## config.mk

```make
export PLATFORM = sky130hd
export DESIGN_NAME = factorial_ctrl
export DESIGN_NICKNAME = d
export VERILOG_FILES = /design/src/rtl/factorial_pkg.sv /design/src/rtl/factorial_ctrl.sv
export SDC_FILE = /design/constraint.sdc
export NUM_CORES = 1
export LEC_CHECK = 0
export CORE_AREA = 8 8 45 47
export CTS_CLUSTER_SIZE = 14
export DETAILED_ROUTE_END_ITERATION = 6
export DIE_AREA = 0 0 53 55
export GPL_TIMING_DRIVEN = 0
export MAX_ROUTING_LAYER = met4
export PLACE_DENSITY_LB_ADDON = 0.2
export SLEW_MARGIN = 40
export SYNTH_ARGS = -nofsm -noshare
export SYNTH_HDL_FRONTEND = slang
export SYNTH_SLANG_ARGS = --single-unit
```

## constraint.sdc

```tcl
create_clock -name clk -period 3.6 [get_ports clk]
set_input_delay 1.08 -clock clk [delete_from_list [all_inputs] [get_ports clk]]
set_output_delay 1.08 -clock clk [all_outputs]
set_load 0.01 [all_outputs]
```

## src/rtl/factorial_pkg.sv

```systemverilog
// Shared encodings for the factorial controller: FSM states, register-file
// addresses, data_in mux selects and ALU operation codes.
package factorial_pkg;

    typedef enum logic [3:0] {
        S_IDLE     = 4'd0,
        S_INIT_N   = 4'd1,
        S_INIT_ONE = 4'd2,
        S_INIT_ACC = 4'd3,
        S_CHECK    = 4'd4,
        S_MUL      = 4'd5,
        S_DEC      = 4'd6,
        S_DONE     = 4'd7,
        S_ERR      = 4'd8
    } state_t;

    localparam logic [1:0] REG_CNT = 2'd0;
    localparam logic [1:0] REG_ACC = 2'd1;
    localparam logic [1:0] REG_ONE = 2'd2;

    localparam logic [1:0] SEL_EXT = 2'b00;
    localparam logic [1:0] SEL_ONE = 2'b01;
    localparam logic [1:0] SEL_ALU = 2'b10;

    localparam logic ALU_MUL = 1'b0;
    localparam logic ALU_SUB = 1'b1;

endpackage

```

## src/rtl/factorial_ctrl.sv

```systemverilog
// Control FSM for an iterative 8-bit factorial datapath: initialises CNT/ACC/ONE,
// then loops MUL/DEC until CNT <= 1, flagging overflow as an error.
module factorial_ctrl
    import factorial_pkg::*;
(
    input  logic       clk,
    input  logic       rst_n,
    input  logic       start,
    input  logic       abort,
    input  logic       cnt_le1,
    input  logic       alu_ovf,
    output logic       we,
    output logic       rea,
    output logic       reb,
    output logic [1:0] wa,
    output logic [1:0] raa,
    output logic [1:0] rab,
    output logic [1:0] sel_in,
    output logic       alu_op,
    output logic       busy,
    output logic       done,
    output logic       err
);

    state_t state_reg;
    state_t state_next;

    always_ff @(posedge clk or negedge rst_n) begin
        if (!rst_n) begin
            state_reg <= S_IDLE;
        end else begin
            state_reg <= state_next;
        end
    end

    always_comb begin
        state_next = state_reg;
        we         = 1'b0;
        rea        = 1'b0;
        reb        = 1'b0;
        wa         = REG_CNT;
        raa        = REG_CNT;
        rab        = REG_CNT;
        sel_in     = SEL_EXT;
        alu_op     = ALU_MUL;
        done       = 1'b0;
        err        = 1'b0;
        busy       = (state_reg != S_IDLE);

        case (state_reg)
            S_IDLE: begin
                if (start) state_next = S_INIT_N;
            end
            S_INIT_N: begin
                we         = 1'b1;
                wa         = REG_CNT;
                sel_in     = SEL_EXT;
                state_next = S_INIT_ONE;
            end
            S_INIT_ONE: begin
                we         = 1'b1;
                wa         = REG_ONE;
                sel_in     = SEL_ONE;
                state_next = S_INIT_ACC;
            end
            S_INIT_ACC: begin
                we         = 1'b1;
                wa         = REG_ACC;
                sel_in     = SEL_ONE;
                state_next = S_CHECK;
            end
            S_CHECK: begin
                rea        = 1'b1;
                raa        = REG_CNT;
                state_next = cnt_le1 ? S_DONE : S_MUL;
            end
            S_MUL: begin
                // An overflowing product must not clobber the last valid ACC.
                rea        = 1'b1;
                raa        = REG_ACC;
                reb        = 1'b1;
                rab        = REG_CNT;
                alu_op     = ALU_MUL;
                sel_in     = SEL_ALU;
                wa         = REG_ACC;
                we         = ~alu_ovf;
                state_next = alu_ovf ? S_ERR : S_DEC;
            end
            S_DEC: begin
                rea        = 1'b1;
                raa        = REG_CNT;
                reb        = 1'b1;
                rab        = REG_ONE;
                alu_op     = ALU_SUB;
                sel_in     = SEL_ALU;
                we         = 1'b1;
                wa         = REG_CNT;
                state_next = S_CHECK;
            end
            S_DONE: begin
                done       = 1'b1;
                rea        = 1'b1;
                raa        = REG_ACC;
                state_next = S_IDLE;
            end
            S_ERR: begin
                err        = 1'b1;
                state_next = S_IDLE;
            end
            default: begin
                state_next = S_IDLE;
            end
        endcase

        // Abort overrides every transition and suppresses writes and status pulses.
        if (abort && (state_reg != S_IDLE)) begin
            state_next = S_IDLE;
            we         = 1'b0;
            done       = 1'b0;
            err        = 1'b0;
        end
    end

endmodule

```

After elaboration in Yosys (flattened, before gate mapping)
Cells that the tools add are included.
{ "totals": {"reg_bits": 4, "input_bits": 6, "out_inout_bits": 15, "wordCells": 39} }
{ "classes": {"n_eq_ne": 9, "mux": 18, "n_bitwise": 1, "reduce_logical": 10} }
{ "ops": {"columns": ["cell", "count"], "rows": [
  ["4-bit one-hot mux with 6 select lines", 1],
  ["4-bit by 3-bit equality test with 1-bit output, second input constant", 4],
  ["4-bit 2-to-1 mux", 3],
  ["2-bit OR reduction", 5],
  ["1-bit 2-to-1 mux", 9],
  ["4-bit by 2-bit equality test with 1-bit output, second input constant", 2],
  ["2-bit one-hot mux with 2 select lines", 2],
  ["4-bit OR reduction", 2],
  ["4-bit by 1-bit equality test with 1-bit output, second input constant", 1],
  ["4-bit equality test, second input constant", 1],
  ["4-bit logical NOT", 1],
  ["2-bit 2-to-1 mux", 2],
  ["4-bit nonzero test", 1],
  ["3-bit inequality test, second input constant", 1],
  ["1-bit one-hot mux with 2 select lines", 1],
  ["1-bit logical AND", 1],
  ["1-bit inverter", 1]
]} }

Depth between registers and ports, before layout
{ "logic_depth": {"depth_word": 4, "mapped_depth": 4, "ltp_nobuf": 4} }

Worst setup path before layout
OpenSTA, ideal clock, no wires.
{ "synth_timing": {"path_type": "input-to-output", "start": "in alu_ovf", "end": "out we", "arrival_ns": 1.635, "required_ns": 2.520, "slack_ns": 0.885, "path_stages": 3, "n_path_buf": 0, "path_cell_list": "o21ai_0 nand2_1 a211oi_1"} }
{ "synth_between": {"elab_chain_len": 3} }
{ "synth_rtl": {"columns": ["item", "line", "text"], "rows": [
  ["start, declared", "factorial_ctrl.sv:11", "input logic alu_ovf,"],
  ["1-bit inverter", "factorial_ctrl.sv:86", "we = ~alu_ovf;"],
  ["1-bit one-hot mux with 2 select lines", "factorial_ctrl.sv:50", "case (state_reg)"],
  ["1-bit 2-to-1 mux", "factorial_ctrl.sv:116", "if (abort && (state_reg != S_IDLE)) begin"],
  ["end, declared", "factorial_ctrl.sv:12", "output logic we,"]
]} }
No other way between the ends.

Final worst setup path
{ "layout_timing": {"start": "in abort", "end": "out err"} }
{ "layout_between": {"elab_chain_len": 2} }
{ "layout_rtl": {"columns": ["item", "line", "text"], "rows": [
  ["start, declared", "factorial_ctrl.sv:9", "input logic abort,"],
  ["1-bit logical AND", "factorial_ctrl.sv:116", null],
  ["1-bit 2-to-1 mux", "factorial_ctrl.sv:116", null],
  ["end, declared", "factorial_ctrl.sv:22", "output logic err"]
]} }
No other way between the ends.

==> flow_results.xml <==
<?xml version="1.0" encoding="UTF-8"?>
<metrics>
  <group name="global_routing">
    <metric name="first_global_vias" unit="">349</metric>
    <metric name="globalRoute.totalOverflow" unit="">0</metric>
    <metric name="initial_antenna_violation_count" unit="">0</metric>
    <metric name="global_route_wire_length_before_repair" unit="mm">1.46</metric>
    <metric name="groute.usage.overall" unit="%">6.65</metric>
    <metric name="grt_max_degree" unit="">11</metric>
  </group>
  <group name="critical_path">
    <metric name="critical_path.reg2reg.startpoint" unit="">state_reg[0]</metric>
    <metric name="critical_path.most_common_cell" unit="">clkdlybuf4s50_1</metric>
    <metric name="setup.worst_path.start_class" unit="">input pin</metric>
    <metric name="cp_data_arrival_time" unit="ps">2450</metric>
    <metric name="crit_path_start" unit="">abort</metric>
    <metric name="cpMaxStageDelayCell" unit="">clkdlybuf4s50_1</metric>
    <metric name="r2r_endpoint" unit="">state_reg[0]</metric>
    <metric name="regToRegSetupSlack" unit="ps">2230</metric>
    <metric name="worst-path-max-fanout" unit="">5</metric>
    <metric name="endpoint_kind" unit="">primary output</metric>
    <metric name="reg2regPathDepth" unit="">3</metric>
    <metric name="critical_path_required" unit="ps">2520</metric>
    <metric name="criticalPathCategory" unit="">input pin to primary output</metric>
    <metric name="worstPathBufferInverterCount" unit="">2</metric>
    <metric name="slowest_delay" unit="ps">540</metric>
    <metric name="ordered_cell_list_for_the_critical_path" unit="">clkdlybuf4s50_1 -&gt; nor4_1 -&gt; and2_1 -&gt; clkdlybuf4s50_1</metric>
    <metric name="cpLargestDelayFamily" unit="">buffers and inverters</metric>
  </group>
  <group name="clock_network">
    <metric name="clk_path_buf_depth" unit="">2</metric>
    <metric name="clock_tree.htree_level_count" unit="">1</metric>
    <metric name="num_clock_sinks" unit="">4</metric>
    <metric name="cts_resized" unit="">1</metric>
    <metric name="path_clk_slew" unit="ps">40</metric>
    <metric name="tritoncts" unit="">yes</metric>
    <metric name="cts_root_buf" unit="">clkbuf_4</metric>
    <metric name="cts_setup_buffers" unit="">0</metric>
    <metric name="cts-hold-fix-buffers" unit="">0</metric>
    <metric name="total_clock_buffers_created_by_cts" unit="">3</metric>
    <metric name="worstSkewPairLatency" unit="ps">230</metric>
  </group>
  <group name="detailed_routing">
    <metric name="drt_drc_violations_left" unit="">0</metric>
    <metric name="detail_route.wl_per_cell" unit="um">11.8</metric>
    <metric name="route.vias.total" unit="">382</metric>
    <metric name="detail_route.first_pass.iterations" unit="">2</metric>
    <metric name="totalWireLength" unit="um">994</metric>
    <metric name="final_antenna_net_count" unit="">0</metric>
    <metric name="post_drt_via_cell_ratio" unit="">4.55</metric>
    <metric name="initialDrtViolationCount" unit="">2</metric>
  </group>
  <group name="sta">
    <metric name="rsz0062_at_grt" unit="">no</metric>
    <metric name="report.final.setup_viol" unit="">0</metric>
    <metric name="timing.fmax" unit="GHz">0.284</metric>
    <metric name="clock-skew-final" unit="ps">0.943</metric>
    <metric name="timing.final.crit_share" unit="%">98.0</metric>
    <metric name="fin_crit" unit="ps">3530</metric>
    <metric name="maxSlewViolCount" unit="">0</metric>
    <metric name="timing.final.hold_violations" unit="">0</metric>
  </group>
  <group name="synthesis">
    <metric name="avgSynthCellArea" unit="um2">8.19</metric>
    <metric name="synth_seq_area_share" unit="%">26.6</metric>
    <metric name="ys_types" unit="">23</metric>
    <metric name="post_synthesis_instance_total" unit="">46</metric>
    <metric name="synth_warnings" unit="">0</metric>
    <metric name="synth.ff_latch_count" unit="">4</metric>
    <metric name="syn-cell-area" unit="um2">377</metric>
  </group>
  <group name="layout">
    <metric name="flow.area_growth_from_synthesis" unit="%">59.8</metric>
    <metric name="insertedDiodeCount" unit="">0</metric>
    <metric name="number_of_flip_flops_in_the_largest_register" unit="">4</metric>
    <metric name="finish.net_count" unit="">76</metric>
    <metric name="final_layout_size_suffix_gt1_share" unit="%">13.2</metric>
    <metric name="finalNonFillerCells" unit="">84</metric>
    <metric name="filler_cell_count" unit="">155</metric>
  </group>
  <group name="hold_path">
    <metric name="worstHoldPathCells" unit="">2</metric>
    <metric name="min_from" unit="">state_reg[2]</metric>
    <metric name="hold_path_class" unit="">flop to flop</metric>
    <metric name="hold_path_end" unit="">state_reg[0]</metric>
  </group>
  <group name="run">
    <metric name="max_cap_viol_count" unit="">0</metric>
  </group>
  <group name="power">
    <metric name="p_leak" unit="nW">0.269</metric>
    <metric name="power" unit="uW">447</metric>
    <metric name="power_frac_seq" unit="%">18.6</metric>
    <metric name="netSwitchingPower" unit="uW">178</metric>
    <metric name="pwr_density_cell" unit="nW/um2">743</metric>
    <metric name="switching_fraction_of_total_power" unit="%">39.7</metric>
    <metric name="irDropWorstVdd" unit="V">0.000278</metric>
    <metric name="internal_power" unit="uW">270</metric>
    <metric name="comb_power_share" unit="%">69.5</metric>
    <metric name="p_clk_share" unit="%">11.9</metric>
  </group>
  <group name="die">
    <metric name="width_of_the_die" unit="um">53</metric>
    <metric name="initial_utilization" unit="%">27.2</metric>
    <metric name="num_io_pins" unit="">21</metric>
    <metric name="row_count" unit="">14</metric>
    <metric name="dieArea" unit="um2">2920</metric>
    <metric name="core_region_area" unit="um2">1380</metric>
    <metric name="die_y" unit="um">55</metric>
  </group>
  <group name="placement">
    <metric name="globalplace.congestion" unit="">0.752</metric>
    <metric name="dpl.cell_count" unit="">81</metric>
    <metric name="io_buffers" unit="">18</metric>
    <metric name="dpl.hpwl" unit="um">803</metric>
  </group>
  <group name="outcome">
    <metric name="outcome" unit="">finished clean</metric>
  </group>
</metrics>
## power groups by stage
stage | combinational, mW | clock (mW) | sequential, mW
after detailed placement | 0.318 | 0 | 0.0837
after floorplan | 0.199 | 0 | 0.0779
after global placement | 0.318 | 0 | 0.0827
after CTS | 0.316 | 0.0558 | 0.0828
after global routing | 0.335 | 0.0607 | 0.0855
final | 0.311 | 0.0534 | 0.0832
## metrics by stage
step | TNS [ps] | utilization (%) | cell area, um2 | setup slack (ps) | hold slack [ps]
6_report | 0 | 43.5 | 602 | 73.0 | 677
3_5_place_dp | -61.1 | 42.0 | 581 | -61.1 | 680
2_1_floorplan | 0 | - | 380 | 885 | 611
4_1_cts | 0 | 43.5 | 602 | 58.6 | 680
3_3_place_gp | -61.0 | 42.0 | 581 | -61.0 | 671
5_1_grt | 0 | 43.5 | 602 | 24.5 | 715
## final cells by class
type                       count  area, um2  area share, %
sequential                     4        100           16.6
tap                           16       20.0           3.33
inverter                       3       11.3           1.87
buffer                         6       57.6           9.56
multi-input combinational     34        211           35.1
timing repair buffer          18        179           29.7
clock buffer                   3       22.5           3.74
## cell usage after synthesis, drive strengths merged
cell type	n	area (um2)
nor2	5	18.8
buf	4	30.0
dfrtp	4	100
inv	3	11.3
nand2b	3	18.8
nor3b	3	22.5
nor4	3	18.8
a211oi	2	15.0
clkbuf	2	27.5
nand2	2	7.51
o21ai	2	10.0
xnor2	2	17.5
a2111o	1	11.3
a21o	1	7.51
a21oi	1	5.00
a22oi	1	7.51
and2	1	6.26
conb	1	3.75
nand3b	1	7.51
nor3	1	5.00
o21a	1	7.51
o21ba	1	10.0
or4	1	7.51
## routing by layer
layer  wire length [um]  GRT usage (%)  vias up
li1                   -              -      203
met1                481           7.62      167
met2                445           10.5       12
met3                 67           2.94        0
met4                  0           1.29        0
met5                  0              -        -
## worst reg2reg max path: cells and delay by family (launching register included)
| kind | cells | cell delay (ps) |
|---|---|---|
| flops | 1 | 430 |
| compound gates | 3 | 850 |
## kinds of logic (layout without fill, tap and decap cells)
logic type             after synthesis  after routing  share of synthesized area, %
buffers and inverters                9             30                          18.3
flip-flops                           4              4                          26.6
AND/OR/NAND/NOR                     20             20                          29.9
AO/OA/AOI/OAI                       10             10                          19.6
XOR/XNOR                             2              2                          4.65
other                                1              2                         0.996
## worst max-delay path by stage
stage | slack [ps] | cells past startpoint | end
3_3_place_gp | -60 | 5 | we
5_1_grt | 20 | 4 | err
2_1_floorplan | 890 | 3 | we
3_5_place_dp | -60 | 5 | we
4_1_cts | 60 | 4 | err
6_report | 70 | 4 | err
## placed cells by master, fill, tap and decap left out
| cell | synthesis | final |
|---|---|---|
| o21ai_0 | 2 | 2 |
| dfrtp_1 | 4 | 4 |
| conb_1 | 1 | 2 |
| xnor2_1 | 2 | 2 |
| nor3b_1 | 3 | 3 |
| nand2_1 | 2 | 2 |
| buf_4 | 4 | 4 |
| nand2b_1 | 3 | 3 |
| a2111o_1 | 1 | 1 |
| nand3b_1 | 1 | 1 |
| o21a_1 | 1 | 1 |
| a21oi_1 | 1 | 1 |
| clkdlybuf4s50_1 | 0 | 17 |
| dlygate4sd2_1 | 0 | 1 |
| o21ba_1 | 1 | 1 |
| a22oi_1 | 1 | 1 |
| nor3_1 | 1 | 1 |
| nor4_1 | 3 | 3 |
| clkbuf_4 | 0 | 3 |
| a211oi_1 | 2 | 2 |
| or4_1 | 1 | 1 |
| and2_1 | 1 | 1 |
| a21o_1 | 1 | 1 |
| clkbuf_8 | 2 | 2 |
| nor2_1 | 5 | 5 |
| inv_1 | 3 | 3 |
(Power assumes the default switching activity.)
